===== config.mk =====
export PLATFORM = sky130hd
export DESIGN_NAME = alu_issue_stage
export DESIGN_NICKNAME = d
export VERILOG_FILES = /design/src/rtl/alu_pkg.sv /design/src/rtl/alu_ctrl_decode.sv /design/src/rtl/alu_issue_stage.sv
export SDC_FILE = /design/constraint.sdc
export NUM_CORES = 1
export LEC_CHECK = 0
export ABC_AREA = 1
export ABC_CLOCK_PERIOD_IN_PS = 1600
export BUFFER_PORTS_ARGS = -buffer_cell sky130_fd_sc_hd__clkbuf_2
export CORE_UTILIZATION = 40
export CTS_BUF_LIST = sky130_fd_sc_hd__clkbuf_8
export DETAILED_ROUTE_END_ITERATION = 7
export PLACE_DENSITY = 0.68
export SETUP_SLACK_MARGIN = 0.05
export SYNTH_ARGS = -nofsm -noshare
export SYNTH_HDL_FRONTEND = slang
export SYNTH_SLANG_ARGS = --single-unit

===== constraint.sdc =====
create_clock -name Clk -period 1.6 [get_ports Clk]
set_clock_uncertainty 0.05 [all_clocks]
set_input_delay 0.08 -clock Clk [delete_from_list [all_inputs] [get_ports Clk]]
set_output_delay 0.08 -clock Clk [all_outputs]
set_load 0.05 [all_outputs]

===== src/rtl/alu_pkg.sv =====
// Shared constants and types for the ALU issue stage: ALU op encodings,
// MIPS opcode/funct values, the decoded control bundle and its defaults.
package alu_pkg;

    // ALU32Bit operation encodings
    localparam logic [3:0] ALU_ADD = 4'b0000;
    localparam logic [3:0] ALU_SUB = 4'b0001;
    localparam logic [3:0] ALU_MUL = 4'b0010;
    localparam logic [3:0] ALU_AND = 4'b0011;
    localparam logic [3:0] ALU_OR  = 4'b0100;
    localparam logic [3:0] ALU_SLT = 4'b0101;

    // Primary opcodes (instr[31:26])
    localparam logic [5:0] OP_RTYPE    = 6'h00;
    localparam logic [5:0] OP_SPECIAL2 = 6'h1C;
    localparam logic [5:0] OP_BEQ      = 6'h04;
    localparam logic [5:0] OP_BNE      = 6'h05;
    localparam logic [5:0] OP_ADDI     = 6'h08;
    localparam logic [5:0] OP_SLTI     = 6'h0A;
    localparam logic [5:0] OP_ANDI     = 6'h0C;
    localparam logic [5:0] OP_ORI      = 6'h0D;
    localparam logic [5:0] OP_LW       = 6'h23;
    localparam logic [5:0] OP_SW       = 6'h2B;

    // Function codes (instr[5:0])
    localparam logic [5:0] FN_MUL = 6'h02;
    localparam logic [5:0] FN_ADD = 6'h20;
    localparam logic [5:0] FN_SUB = 6'h22;
    localparam logic [5:0] FN_AND = 6'h24;
    localparam logic [5:0] FN_OR  = 6'h25;
    localparam logic [5:0] FN_SLT = 6'h2A;

    // Decoded control bundle produced from opcode/funct
    typedef struct packed {
        logic [3:0] alu_op;
        logic       use_imm;
        logic       imm_signed;
        logic       dest_is_rt;
        logic       regwrite;
        logic       memread;
        logic       illegal;
    } ctrl_t;

    // Unsupported encodings: ADD with no side effects, flagged illegal
    localparam ctrl_t CTRL_ILLEGAL = '{
        alu_op:     ALU_ADD,
        use_imm:    1'b0,
        imm_signed: 1'b0,
        dest_is_rt: 1'b0,
        regwrite:   1'b0,
        memread:    1'b0,
        illegal:    1'b1
    };

    // Build a legal control bundle
    function automatic ctrl_t mk_ctrl(
        input logic [3:0] op,
        input logic       use_imm,
        input logic       imm_signed,
        input logic       dest_is_rt,
        input logic       regwrite,
        input logic       memread
    );
        ctrl_t c;
        c.alu_op     = op;
        c.use_imm    = use_imm;
        c.imm_signed = imm_signed;
        c.dest_is_rt = dest_is_rt;
        c.regwrite   = regwrite;
        c.memread    = memread;
        c.illegal    = 1'b0;
        return c;
    endfunction

endpackage


===== src/rtl/alu_ctrl_decode.sv =====
// Combinational MIPS opcode/funct decoder producing the ALU op and the
// operand/writeback controls consumed by the issue stage.
module alu_ctrl_decode
    import alu_pkg::*;
(
    input  logic [5:0] opcode,
    input  logic [5:0] funct,
    output ctrl_t      ctrl
);

    ctrl_t ctrl_s;

    // Decode opcode (and funct for R-type / SPECIAL2) into control fields
    always_comb begin
        ctrl_s = CTRL_ILLEGAL;
        case (opcode)
            OP_RTYPE: begin
                case (funct)
                    FN_ADD:  ctrl_s = mk_ctrl(ALU_ADD, 1'b0, 1'b0, 1'b0, 1'b1, 1'b0);
                    FN_SUB:  ctrl_s = mk_ctrl(ALU_SUB, 1'b0, 1'b0, 1'b0, 1'b1, 1'b0);
                    FN_AND:  ctrl_s = mk_ctrl(ALU_AND, 1'b0, 1'b0, 1'b0, 1'b1, 1'b0);
                    FN_OR:   ctrl_s = mk_ctrl(ALU_OR,  1'b0, 1'b0, 1'b0, 1'b1, 1'b0);
                    FN_SLT:  ctrl_s = mk_ctrl(ALU_SLT, 1'b0, 1'b0, 1'b0, 1'b1, 1'b0);
                    default: ctrl_s = CTRL_ILLEGAL;
                endcase
            end
            OP_SPECIAL2: begin
                if (funct == FN_MUL) begin
                    ctrl_s = mk_ctrl(ALU_MUL, 1'b0, 1'b0, 1'b0, 1'b1, 1'b0);
                end else begin
                    ctrl_s = CTRL_ILLEGAL;
                end
            end
            OP_ADDI: ctrl_s = mk_ctrl(ALU_ADD, 1'b1, 1'b1, 1'b1, 1'b1, 1'b0);
            OP_SLTI: ctrl_s = mk_ctrl(ALU_SLT, 1'b1, 1'b1, 1'b1, 1'b1, 1'b0);
            OP_ANDI: ctrl_s = mk_ctrl(ALU_AND, 1'b1, 1'b0, 1'b1, 1'b1, 1'b0);
            OP_ORI:  ctrl_s = mk_ctrl(ALU_OR,  1'b1, 1'b0, 1'b1, 1'b1, 1'b0);
            OP_LW:   ctrl_s = mk_ctrl(ALU_ADD, 1'b1, 1'b1, 1'b1, 1'b1, 1'b1);
            OP_SW:   ctrl_s = mk_ctrl(ALU_ADD, 1'b1, 1'b1, 1'b1, 1'b0, 1'b0);
            // Branches compare rs against rt, so B stays the register operand
            OP_BEQ:  ctrl_s = mk_ctrl(ALU_SUB, 1'b0, 1'b0, 1'b1, 1'b0, 1'b0);
            OP_BNE:  ctrl_s = mk_ctrl(ALU_SUB, 1'b0, 1'b0, 1'b1, 1'b0, 1'b0);
            default: ctrl_s = CTRL_ILLEGAL;
        endcase
    end

    assign ctrl = ctrl_s;

endmodule


===== src/rtl/alu_issue_stage.sv =====
// ID/EX issue stage for ALU32Bit: decodes the ID instruction, holds it in
// the ID/EX register, forwards EX/MEM and MEM/WB results onto A/B and
// inserts bubbles on load-use hazards, flushes and downstream holds.
module alu_issue_stage
    import alu_pkg::*;
#(
    parameter int DW = 32,
    parameter int RW = 5
) (
    input  logic          Clk,
    input  logic          Reset,
    input  logic          id_valid,
    output logic          id_ready,
    input  logic [5:0]    id_opcode,
    input  logic [5:0]    id_funct,
    input  logic [RW-1:0] id_rs_num,
    input  logic [RW-1:0] id_rt_num,
    input  logic [RW-1:0] id_rd_num,
    input  logic [DW-1:0] id_rs_data,
    input  logic [DW-1:0] id_rt_data,
    input  logic [15:0]   id_imm,
    input  logic          flush,
    input  logic          ex_hold,
    input  logic          exmem_regwrite,
    input  logic [RW-1:0] exmem_rd,
    input  logic [DW-1:0] exmem_result,
    input  logic          memwb_regwrite,
    input  logic [RW-1:0] memwb_rd,
    input  logic [DW-1:0] memwb_result,
    output logic          ex_valid,
    output logic [3:0]    ALUControl,
    output logic [DW-1:0] A,
    output logic [DW-1:0] B,
    output logic [RW-1:0] ex_rd,
    output logic          ex_regwrite,
    output logic          ex_memread,
    output logic          ex_illegal
);

    // Contents of the ID/EX register; an all-zero value is a bubble
    typedef struct packed {
        logic          valid;
        logic [3:0]    alu_op;
        logic          regwrite;
        logic          memread;
        logic          illegal;
        logic          use_imm;
        logic [RW-1:0] rd;
        logic [RW-1:0] rs;
        logic [RW-1:0] rt;
        logic [DW-1:0] rs_data;
        logic [DW-1:0] rt_data;
        logic [DW-1:0] imm_ext;
    } ex_t;

    // A producer forwards only if it writes a nonzero register matching num
    function automatic logic fwd_hit(
        input logic          wr,
        input logic [RW-1:0] src_rd,
        input logic [RW-1:0] num
    );
        return wr & (src_rd != {RW{1'b0}}) & (src_rd == num);
    endfunction

    ctrl_t         dec_s;
    logic [DW-1:0] imm_ext_s;
    logic          load_use_s;
    ex_t           ex_load_s;
    ex_t           ex_next_s;
    ex_t           ex_r;
    logic [DW-1:0] a_s;
    logic [DW-1:0] b_s;

    alu_ctrl_decode u_decode (
        .opcode (id_opcode),
        .funct  (id_funct),
        .ctrl   (dec_s)
    );

    // Sign- or zero-extend the 16-bit immediate as the opcode requires
    always_comb begin
        imm_ext_s = {{(DW-16){dec_s.imm_signed & id_imm[15]}}, id_imm};
    end

    // Load-use hazard: the lw in EX produces a register the ID instruction reads.
    // rt is compared for every format, so some I-type stalls are conservative.
    always_comb begin
        load_use_s = ex_r.valid & ex_r.memread & (ex_r.rd != {RW{1'b0}}) & id_valid &
                     ((ex_r.rd == id_rs_num) | (ex_r.rd == id_rt_num));
    end

    // ID handshake: a flush consumes (and discards) the ID instruction
    always_comb begin
        id_ready = (~load_use_s & ~ex_hold) | flush;
    end

    // Assemble the EX contents for an instruction accepted from ID
    always_comb begin
        ex_load_s          = '0;
        ex_load_s.valid    = 1'b1;
        ex_load_s.alu_op   = dec_s.alu_op;
        ex_load_s.regwrite = dec_s.regwrite;
        ex_load_s.memread  = dec_s.memread;
        ex_load_s.illegal  = dec_s.illegal;
        ex_load_s.use_imm  = dec_s.use_imm;
        ex_load_s.rd       = dec_s.dest_is_rt ? id_rt_num : id_rd_num;
        ex_load_s.rs       = id_rs_num;
        ex_load_s.rt       = id_rt_num;
        ex_load_s.rs_data  = id_rs_data;
        ex_load_s.rt_data  = id_rt_data;
        ex_load_s.imm_ext  = imm_ext_s;
    end

    // Next EX contents by priority: flush > hold > load-use bubble > load
    always_comb begin
        ex_next_s = ex_r;
        if (flush) begin
            ex_next_s = '0;
        end else if (ex_hold) begin
            ex_next_s = ex_r;
        end else if (load_use_s) begin
            ex_next_s = '0;
        end else if (id_valid) begin
            ex_next_s = ex_load_s;
        end else begin
            ex_next_s = '0;
        end
    end

    // ID/EX register with synchronous reset to a bubble
    always_ff @(posedge Clk) begin
        if (Reset) begin
            ex_r <= '0;
        end else begin
            ex_r <= ex_next_s;
        end
    end

    // A operand: EX/MEM result first, then MEM/WB, else the registered rs data.
    // Forward buses are live, so A can change while EX is held.
    always_comb begin
        if (fwd_hit(exmem_regwrite, exmem_rd, ex_r.rs)) begin
            a_s = exmem_result;
        end else if (fwd_hit(memwb_regwrite, memwb_rd, ex_r.rs)) begin
            a_s = memwb_result;
        end else begin
            a_s = ex_r.rs_data;
        end
    end

    // B operand: the immediate wins, otherwise the same forwarding rule on rt
    always_comb begin
        if (ex_r.use_imm) begin
            b_s = ex_r.imm_ext;
        end else if (fwd_hit(exmem_regwrite, exmem_rd, ex_r.rt)) begin
            b_s = exmem_result;
        end else if (fwd_hit(memwb_regwrite, memwb_rd, ex_r.rt)) begin
            b_s = memwb_result;
        end else begin
            b_s = ex_r.rt_data;
        end
    end

    assign A           = a_s;
    assign B           = b_s;
    assign ex_valid    = ex_r.valid;
    assign ALUControl  = ex_r.alu_op;
    assign ex_rd       = ex_r.rd;
    assign ex_regwrite = ex_r.regwrite;
    assign ex_memread  = ex_r.memread;
    assign ex_illegal  = ex_r.illegal;

endmodule

* Word level (Yosys, flattened, before mapping)
Cells that the tools add are included.
** Operators by class
- Equality and inequality tests :: 21
- Mux-type cells :: 11
- Bitwise gates (word level) :: 16
- Reduce and logical (&&, ||, !) cells :: 6
** Operators with widths (count)
- 2-to-1 mux 120 bit :: 2
- 2-to-1 mux 32 bit :: 5
- case mux 10 bit (9 select lines) :: 1
- case mux 9 bit (5 select lines) :: 1
- == test 6 bit (second input constant) :: 7
- == test 5 bit :: 6
- == test 6 x 4 -> 1 bit (second input constant) :: 4
- nonzero test 5 bit :: 3
- AND 1 bit :: 12
- == test 6 x 3 -> 1 bit (second input constant) :: 2
- 2-to-1 mux 8 bit :: 1
- == test 6 x 2 -> 1 bit (second input constant) :: 1
- == test 6 x 5 -> 1 bit (second input constant) :: 1
- logical NOT 6 bit :: 1
- 2-to-1 mux 5 bit :: 1
- OR reduction 2 bit :: 2
- inverter 1 bit :: 2
- OR 1 bit :: 2
** Storage, ports and cells
- Register bits :: 120
- Input bits :: 188
- Output and inout bits :: 78
- Word-level logic and storage cells :: 66

* Depth between registers and ports, before layout
Gate-level depths: netlist of run 1.
- Word-level depth :: 7
- Mapped depth :: 12

* Hierarchy
Synthesis of run 1 repeated with hierarchy kept, for this count alone.
** Second synthesis, totals
- Cells, all modules :: 1416
- Area, all modules :: 8096.5 µm²
** Modules (own cells, without submodules)
- alu_issue_stage :: instances 1, cells an instance 1336, area each 7712.4 µm², sequential area each 2102.0 µm²
- alu_ctrl_decode :: instances 1, cells an instance 80, area each 384.1 µm², sequential area each 0.0 µm²

* Least setup slack after synthesis of run 1
OpenSTA, ideal clock, no wires.
- Path kind :: register -> output
- Start point :: register ex_r[101] in the netlist's numbering
- End point :: output A[10]
- Arrival :: 1817 ps
- Data required time :: 1470 ps
- Setup slack :: -347 ps
- Cell stages (with the launch flop) :: 9
- Path buffers :: 1
- Path through :: dfxtp_1 -> xnor2_1 -> nand3_1 -> nor2_1 -> nand3_2 -> buf_2 -> nand2_1 -> o21ai_1 -> o21ai_1
** On the way
- Cells in the longest elaborated chain, start to end :: 4
- Elaborated cells on any way between the ends :: 6
** Ends and longest elaborated chain
- start, declared :: line alu_issue_stage.sv:70 : ex_t ex_r;
- start signal, assigned :: line alu_issue_stage.sv:135 : ex_r <= ex_next_s;
- == test 5 bit :: line alu_issue_stage.sv:62 : return wr & (src_rd != {RW{1'b0}}) & (src_rd == num);
- AND 1 bit :: line alu_issue_stage.sv:62
- 2-to-1 mux 32 bit :: line alu_issue_stage.sv:144 : end else if (fwd_hit(memwb_regwrite, memwb_rd, ex_r.rs)) begin
- 2-to-1 mux 32 bit (*) :: line alu_issue_stage.sv:142 : if (fwd_hit(exmem_regwrite, exmem_rd, ex_r.rs)) begin
- end, declared :: line alu_issue_stage.sv:32 : output logic [DW-1:0] A,
Every way passes the cells marked *; elsewhere a longest branch is shown, timed or not.

* Worst setup path after layout of run 1
Same ends and word-level chain as after synthesis.

==> run_results.csv, run 1 <==
group,metric,value,unit
run_status,status,"complete, but fails checks",
run_status,violations,"negative setup slack",
timing,slew_headroom,0.6164,
global_route,grt_pass1_wl,46740,µm
global_route,grt_util_met1,0.4189,
detailed_routing,routed_via_density,5.738,
detailed_routing,wl_per_cell,20.15,µm
global_route,grt_start_max_net_pins,105,
critical_path,worstSetupPathType,"reg2out",
detailed_routing,first_iter_violations,911,
placement,port_buffers,264,
power_and_ir_drop,powerDensity,496.7,nW/µm²
layout,fin_cells,1647,
logic_synthesis,synth_mux_area_frac,0,
global_route,antenna_found_initial,1,
die,die_w,131.4,µm
die,fp.dieH,131.4,µm
detailed_routing,wirelength,33190,µm
global_route,grt_pass1_vias,8870,
placement,dp.cells,1496,
timing,slew_viol_final,0,
critical_path,r2r-start,"ex_rd[0]",
die,num_io_pins,266,
logic_synthesis,synth_compound_area_frac,0.1306,
critical_path,path_max_fanout,7,
logic_synthesis,syn-cell-area,6699,µm²
global_route,grt_usage,0.3373,
clocking,htree_levels,3,
layout,fill_cells,1154,
logic_synthesis,synth_fp_nets,1258,
detailed_routing,drc,0,
critical_path,r2r_end,"ex_r[78]",
logic_synthesis,ys_ff_latch,104,
critical_path,rr_worst_depth,10,
global_route,grtUsageMet2,0.5782,
timing,setup-tns-final,-44.98,ns
timing,rsz0062_at_grt,"true",
timing,max_freq,433.5,MHz
global_route,top_usage_layer,"met2",
detailed_routing,drtPass1Iterations,6,
logic_synthesis,synth_top_area_cell,"dfxtp_1",
clocking,clk_latency,0.38,ns
global_route,overflow,0,
critical_path,crit_required,1.47,ns
critical_path,cp.arrival,2.18,ns
logic_synthesis,synthTopCellsByArea,"dfxtp_1, nand2_1, nand4_1, nand3_1, a21oi_1",
die,start_util,0.4157,
power_and_ir_drop,ir_drop,0.4024,mV
logic_synthesis,synth_ff_type,"dfxtp_1",
clocking,clkTransAtPathRegs,0.10,ns
die,row_count,46,
timing,fin_crit_sh,1.442,
logic_synthesis,async_flop_share,0,
placement,gp_congestion,0.9130,
logic_synthesis,yosys.area_share.simple,0.4236,
global_route,grt_use_met3,0.04205,
placement,detailed_place_hpwl,17160,µm
detailed_routing,vias,9450,
logic_synthesis,netlist_instances,1070,
timing,tightestPinTransition,0.5754,ns
clocking,cts_buffer_depth,2,
logic_synthesis,seq_area_frac_synth,0.3108,
worst_hold_path,worst_hold_path_type,"in2reg",
logic_synthesis,synth_top_family_by_area,"simple AND/OR/NAND/NOR gates",
power_and_ir_drop,p_total,0.006132,W
detailed_routing,detail-route-antenna-nets,0,
timing,period_minus_slack,2.307,ns
logic_synthesis,yosysWarningCount,0,
clocking,cts_tree,"done",
clocking,clock-sinks,104,
critical_path,cp-end-kind,"output pin",
critical_path,r2r_slack,-0.12,ns
layout,finalNetCount,1613,
timing,setup_viol,165,
die,die_area,17270,µm²
die,core_area,16120,µm²
logic_synthesis,synth.top_cell.area_share,0.3108,
timing,hold_viol,0,
worst_hold_path,hold_path_end,"ex_rd[1]",
logic_synthesis,yosysUniqueCellTypes,34,
logic_synthesis,synth_area_per_cell,6.261,µm²
logic_synthesis,synth_edf_count,0,
layout,layout-drive-gt1-share,0.4294,
logic_synthesis,synthAdderAreaFrac,0,
critical_path,worstSetupStartpointType,"flop",
power_and_ir_drop,cellLeakagePower,5.446,nW
placement,pre_cts_slack,-0.3406,ns
clocking,cts_root_buffer,"clkbuf_8",
logic_synthesis,synth-xor-area-share,0.03007,
worst_hold_path,min_path_cells,5,
timing,setup_ws,-0.7066,ns
worst_hold_path,min_from,"id_rd_num[1]",
job,maxCapViolations,0,
layout,syn2layout_area_growth,84.27,%
clocking,cts_made_buffers,9,
area by class of cell:
class / instances / area (µm²) / share of cell area
multi-input cells: 805 / 5147 / 0.4170
clock inverters: 6 / 36.28 / 0.002939
well taps: 216 / 270.3 / 0.02189
inverters: 60 / 229.0 / 0.01855
diodes: 1 / 2.502 / 0.0002027
flip-flops and latches: 104 / 2107 / 0.1707
repair buffers: 445 / 4414 / 0.3576
clock buffers: 10 / 137.6 / 0.01115
layout by cell type, fill, tap and decap left out, types with 10 or more instances in the layout:
master / n
nand2_4: 42
nor2_1: 33
a21oi_2: 27
clkbuf_2: 197
dfxtp_1: 92
nand3_2: 22
clkbuf_8: 39
dlygate4sd3_1: 90
a21oi_1: 76
or2_1: 30
xor2_1: 11
nand3_1: 97
buf_12: 34
buf_4: 17
nand2_2: 49
o21ai_2: 28
buf_6: 17
inv_1: 53
buf_8: 42
nand2_1: 208
clkbuf_16: 10
nand4_1: 106
o21ai_4: 34
metrics by stage:
stage | instance area (µm²) | hold WS (ns) | utilization
final | 12340 | 0.01751 | 0.7660
after global routing | 12340 | 0.03581 | 0.7660
after CTS | 11620 | 0.001260 | 0.7213
after detailed placement | 9121 | 0.2915 | 0.5660
after global placement | 9121 | 0.2878 | 0.5660
after floorplan | 7385 | 0.1903 | -
critical path, cell delays in order (launching register included):
cell and delay [ns]:
dfxtp_4 0.38, xnor2_2 0.16, nand3_1 0.11, nor2_2 0.16, nand3_4 0.12, buf_8 0.17, clkbuf_16 0.16, nand2_1 0.09
o21ai_2 0.11, o21ai_4 0.17, buf_8 0.16
synth_stat cells, types with 2 or more instances:
cell      count
o21ai_0       4
clkbuf_1     49
o21ai_1      63
nor3_1        2
nand2_1     297
buf_1         8
or2_1        30
nand4_1     106
inv_1        52
xor2_1       12
nand3_1     121
nand2_2       2
nor2_1       37
nor2_2        2
inv_2         7
a21oi_1     103
buf_4        16
dfxtp_1     104
buf_2        28
or2_2         3
xnor2_1      11
metal layers:
metal	vias up	share of wire
li1	4326	-
met1	4305	0.37
met2	639	0.48
met3	180	0.091
met4	0	0.060
met5	-	0
logic make-up (layout without fill, tap and decap cells):
group / Yosys count / in the layout
AND/OR/NAND/NOR: 608 / 608
AO/OA/AOI/OAI: 173 / 173
buffers and inverters: 161 / 521
flip-flops: 104 / 104
XOR/XNOR: 23 / 23
other: 1 / 2
flip-flops by register name, summed over array words and instances (netlist names):
signal       cells
ex_r            92
ex_rd            5
ALUControl       3
ex_illegal       1
ex_memread       1
ex_regwrite      1
ex_valid         1
worst max path at each step:
stage	from	end	slack, ns	cells after the start
3_3_place_gp	ex_r[97]	B[25]	-0.33	9
3_5_place_dp	ex_r[102]	A[18]	-0.34	7
6_report	ex_r[101]	A[10]	-0.71	10
4_1_cts	ex_r[97]	B[25]	-0.67	10
2_1_floorplan	ex_r[96]	B[31]	0.02	8
5_1_grt	ex_r[97]	B[22]	-0.81	9
power by group:
group | leakage [nW] | internal [W] | switching, W
clock | 0.0855 | 0.000599 | 0.000990
sequential | 0.849 | 0.00263 | 0.0000368
combinational | 4.51 | 0.000804 | 0.00107
what timing repair did:
action	CTS	global route
pin swaps	42	62
setup endpoints to repair	162	169
hold buffers	90	0
gates cloned	15	10
endpoints found under the hold margin	90	0
setup buffers	20	7
resized for setup	207	181
(Power assumes the default switching activity.)
==> run 2, diff against run 1 <==
MAX_ROUTING_LAYER = met4   (was unset)
SETUP_SLACK_MARGIN = 0.4   (was 0.05)
==> run_results.csv, run 2 (same netlist as run 1, synthesis figures left out) <==
group,metric,value,unit
detailed_routing,vias,9746,
critical_path,cp_num_buf_inv,3,
placement,gp_congestion,0.9135,
timing,fin_crit_sh,1.465,
die,die_area,17270,µm²
timing,fin_hold_ws,0.02206,ns
layout,final_cell_mix,"nand2_1, clkbuf_2, nand4_1",
timing,period_minus_slack,2.344,ns
die,row_count,46,
critical_path,cp.arrival,2.21,ns
clocking,htree_levels,3,
detailed_routing,wl_per_cell,20.27,µm
die,fp.dieH,131.4,µm
die,core_area,16120,µm²
die,die_w,131.4,µm
detailed_routing,drc,0,
layout,layout-drive-gt1-share,0.4496,
clocking,clkTransAtPathRegs,0.11,ns
layout,layout_commonest_cell,"nand2_1",
layout,multiInputGateArea,5271,µm²
placement,pre_cts_slack,-0.2883,ns
placement,detailed_place_hpwl,17200,µm
job,maxCapViolations,0,
global_route,overflow,0,
detailed_routing,detail-route-antenna-nets,0,
worst_hold_path,worst_hold_path_type,"in2reg",
run_status,violations,"negative setup slack",
power_and_ir_drop,powerDensity,486.6,nW/µm²
global_route,antenna_found_initial,1,
layout,syn2layout_area_growth,93.87,%
critical_path,crit_required,1.47,ns
power_and_ir_drop,switching_share,0.3311,
power_and_ir_drop,cellLeakagePower,5.661,nW
die,num_io_pins,266,
power_and_ir_drop,pwr-share-seq,0.421,
timing,slew_viol_final,0,
power_and_ir_drop,comb_power_share,0.304,
timing,max_freq,426.7,MHz
layout,seqCellArea,2120,µm²
clocking,cts_buffer_depth,2,
detailed_routing,routed_via_density,5.822,
global_route,grt_start_max_net_pins,105,
clocking,cts_made_buffers,9,
critical_path,path_max_fanout,9,
timing,rsz0062_at_grt,"true",
critical_path,worstSetupStartpointType,"flop",
layout,design_area,12990,µm²
die,start_util,0.4157,
layout,finalNetCount,1640,
power_and_ir_drop,intPower,0.004227,W
timing,slew_headroom,0.6615,
power_and_ir_drop,p_total,0.006319,W
detailed_routing,wirelength,33930,µm
critical_path,worstSetupPathType,"reg2out",
critical_path,cp-end-kind,"output pin",
clocking,clock-sinks,104,
global_route,grt_pass1_wl,45640,µm
timing,setup_ws,-0.7437,ns
timing,tightestPinTransition,0.5077,ns
critical_path,max_stage_delay,0.38,ns
placement,place_area,9509,µm²
timing,setup_viol,162,
power_and_ir_drop,ir_drop,0.3256,mV
layout,fill_cells,1056,
detailed_routing,first_iter_violations,943,
power_and_ir_drop,p_sw,0.002092,W
timing,hold_viol,0,
critical_path,path_cells,"xnor2_1 -> nand3_1 -> nor2_2 -> nand3_4 -> buf_12 -> buf_6 -> o21ai_2 -> o21ai_4 -> buf_8",
layout,fin_util,0.8059,
placement,port_buffers,264,
critical_path,slowest_stage,"dfxtp_2",
detailed_routing,drtPass1Iterations,5,
power_and_ir_drop,clkPwrFrac,0.274,
clocking,cts_root_buffer,"clkbuf_8",
layout,largest_register,"ex_r",
run_status,status,"complete, but fails checks",
clocking,clk_latency,0.38,ns
global_route,grt_usage,0.3366,
layout,largest_register_ffs,92,
global_route,grt_pass1_vias,8977,
critical_path,crit_family,"buffers and inverters",
clocking,cts_tree,"done",
-- run 2: changes by cell type in the layout (fill, tap and decap cells not counted), moves of 7 or more --
cell,change
nand3_2,+17
buf_12,+10
nand2_2,-7
buf_6,+32
a21oi_1,+7
clkbuf_8,-28
a21oi_2,-7
nand3_1,-17
-- run 2: through the flow --
stage	instances	setup TNS [ns]
finish	1674	-49.01
global route	1674	-66.18
CTS	1641	-42.73
detailed placement	1498	-13.68
global placement	1498	-12.00
floorplan	1070	0
-- run 2: area by class of cell --
cell class	instances	share of cell area
antenna	1	0.0001927
clock buffer	10	0.01060
clock inverter	6	0.004624
inverter	60	0.01802
multi-input combinational	805	0.4059
sequential	104	0.1632
tap	216	0.02081
timing repair buffer	472	0.3767
-- run 2: worst register-to-register path, cell delays in order, from the launching register on --
cell and delay (ns):
dfxtp_4 0.40, xor2_1 0.16, nor2_1 0.07, nand3_1 0.08
nand2_2 0.07, nand2_4 0.11, buf_12 0.14, buf_12 0.13
buf_16 0.12, nand4_1 0.14, a21oi_1 0.32
-- run 2: path summary, 6_finish.rpt --
kind | startpoint | end | slack [ns] | depth (start not counted)
max | ex_r[103] | A[9] | -0.74 | 9
max reg2reg | ex_rd[0] | ex_r[74] | -0.27 | 10
min reg2reg | ex_r[93] | ex_r[93] | 0.42 | 2
min | id_rd_num[0] | ex_rd[0] | 0.02 | 5
-- run 2: power groups by stage --
stage | clock, W | sequential, W | combinational [W]
2_1_floorplan | 0 | 0.00273 | 0.000853
3_3_place_gp | 0 | 0.00273 | 0.00141
3_5_place_dp | 0 | 0.00273 | 0.00142
4_1_cts | 0.00175 | 0.00267 | 0.00169
5_1_grt | 0.00185 | 0.00267 | 0.00202
6_report | 0.00173 | 0.00266 | 0.00192
-- run 2: metal layers --
| metal | global-route usage | routed length (µm) | vias to the layer above |
|---|---|---|---|
| met5 | - | 0 | - |
| met4 | 0.1525 | 1838 | 0 |
| met3 | 0.04591 | 3401 | 169 |
| met2 | 0.5623 | 16190 | 676 |
| met1 | 0.4013 | 12500 | 4511 |
| li1 | - | - | 4390 |
-- run 2: timing repair --
item                                    CTS  global route
hold buffers                             92             0
cloned                                   12            19
endpoints found under the setup margin  173           174
gates resized for setup                 142           236
endpoints found under the hold margin    92             0
buffers inserted                         23            13
pin swaps                                33            61
==> run 3, diff against run 2 <==
--- a/config.mk
+++ b/config.mk
@@ -15,2 +15,3 @@
 export PLACE_DENSITY = 0.68
+export RECOVER_POWER = 100
 export SETUP_SLACK_MARGIN = 0.4
--- a/constraint.sdc
+++ b/constraint.sdc
@@ -4,2 +4,2 @@
 set_output_delay 0.08 -clock Clk [all_outputs]
-set_load 0.05 [all_outputs]
+set_load 0.005 [all_outputs]
==> run_results.csv, run 3 (same netlist as run 1, synthesis figures left out) <==
group,metric,value,unit
power_and_ir_drop,powerDensity,542.7,nW/µm²
detailed_routing,vias,8989,
timing,tightestPinTransition,0.5424,ns
layout,seqCellArea,2108,µm²
detailed_routing,detail-route-antenna-nets,0,
critical_path,path_max_fanout,16,
detailed_routing,wirelength,28740,µm
layout,multiInputGateArea,4313,µm²
placement,place_area,8332,µm²
layout,layout_commonest_cell,"nand2_1",
global_route,overflow,0,
detailed_routing,routed_via_density,5.505,
die,core_area,16120,µm²
power_and_ir_drop,ir_drop,0.3690,mV
critical_path,crit_required,1.47,ns
run_status,violations,"negative setup slack",
layout,syn2layout_area_growth,59.38,%
power_and_ir_drop,cellLeakagePower,4.961,nW
critical_path,cp.arrival,2.04,ns
detailed_routing,drc,0,
layout,largest_register_ffs,92,
timing,setup-tns-final,-36.71,ns
timing,fin_hold_ws,0.02152,ns
power_and_ir_drop,p_total,0.005794,W
placement,dp.cells,1481,
critical_path,cp-end-kind,"output pin",
die,die_area,17270,µm²
detailed_routing,first_iter_violations,691,
critical_path,worstSetupStartpointType,"flop",
run_status,status,"complete, but fails checks",
global_route,grt_usage,0.3107,
timing,hold_viol,0,
placement,port_buffers,264,
clocking,htree_levels,3,
clocking,cts_buffer_depth,2,
layout,layout-drive-gt1-share,0.3331,
clocking,cts_root_buffer,"clkbuf_8",
clocking,clock-sinks,104,
die,row_count,46,
timing,fin_crit_sh,1.354,
clocking,clk_latency,0.39,ns
die,start_util,0.4157,
clocking,cts_made_buffers,9,
detailed_routing,wl_per_cell,17.60,µm
placement,gp_congestion,0.9314,
global_route,antenna_found_initial,3,
timing,rsz0062_at_grt,"true",
critical_path,worstSetupPathType,"reg2out",
global_route,grt_pass1_vias,8227,
timing,max_freq,461.5,MHz
clocking,cts_tree,"done",
layout,fill_cells,1443,
job,maxCapViolations,0,
layout,final_cell_mix,"nand2_1, clkbuf_2, nand3_1",
timing,setup_viol,156,
die,fp.dieH,131.4,µm
global_route,grt_pass1_wl,42070,µm
die,num_io_pins,266,
layout,fin_cells,1633,
timing,setup_ws,-0.5668,ns
timing,slew_headroom,0.6384,
timing,slew_viol_final,0,
worst_hold_path,worst_hold_path_type,"in2reg",
global_route,grt_start_max_net_pins,104,
detailed_routing,drtPass1Iterations,6,
layout,largest_register,"ex_r",
clocking,clkTransAtPathRegs,0.11,ns
layout,finalNetCount,1597,
die,die_w,131.4,µm
placement,detailed_place_hpwl,17350,µm
layout,design_area,10680,µm²
timing,period_minus_slack,2.167,ns
[run 3: timing repair]
action / CTS / global route
setup buffers: 12 / 5
gates cloned: 11 / 9
pin swaps: 22 / 30
hold endpoints to repair: 95 / 0
hold buffers: 96 / 0
endpoints found under the setup margin: 169 / 169
gates resized for setup: 46 / 118
[run 3: final timing paths]
path | from | to | slack [ns] | cells after the start
min reg2reg | ex_r[94] | ex_r[94] | 0.42 | 2
min | id_rt_num[0] | ex_rd[0] | 0.02 | 5
max reg2reg | ex_rd[1] | ex_r[79] | -0.17 | 13
max | ex_r[102] | A[22] | -0.57 | 6
[run 3: final cells by class]
type                    count  share of cell area
diodes                      3           0.0007032
well taps                 216             0.02531
repair buffers            429              0.3306
inverters                  60             0.02191
clock buffers               9             0.01160
multi-input cells         805              0.4040
clock inverters             7            0.008438
flip-flops and latches    104              0.1975
[run 3: where the power goes]
part	switching, W	internal [W]	leakage, nW
clock	0.00105	0.000756	0.101
sequential	0.0000356	0.00263	0.849
combinational	0.000700	0.000616	4.01
total	0.00179	0.00400	4.96
[run 3: through the flow]
| stage | util | setup slack, ns |
|---|---|---|
| 2_1_floorplan | - | 0.2321 |
| 3_3_place_gp | 0.5170 | -0.06733 |
| 3_5_place_dp | 0.5170 | -0.07691 |
| 4_1_cts | 0.6244 | -0.5249 |
| 5_1_grt | 0.6625 | -0.6528 |
| 6_report | 0.6625 | -0.5668 |
[run 3: routing by layer]
metal	up-vias	part of all wire	global-route usage	wire, µm
met3	89	0.074	0.03588	2117
met5	-	0	-	0
met4	0	0.036	0.1318	1029
met2	483	0.49	0.5244	13990
li1	4298	-	-	-
met1	4119	0.40	0.3733	11600
[run 3: worst max-delay path, stage by stage (launching register included)]
cell and delay (ns):
dfxtp_4 0.38, xor2_2 0.16, nor4_2 0.29, and2_4 0.31, clkbuf_16 0.25, o21ai_1 0.11, buf_2 0.14
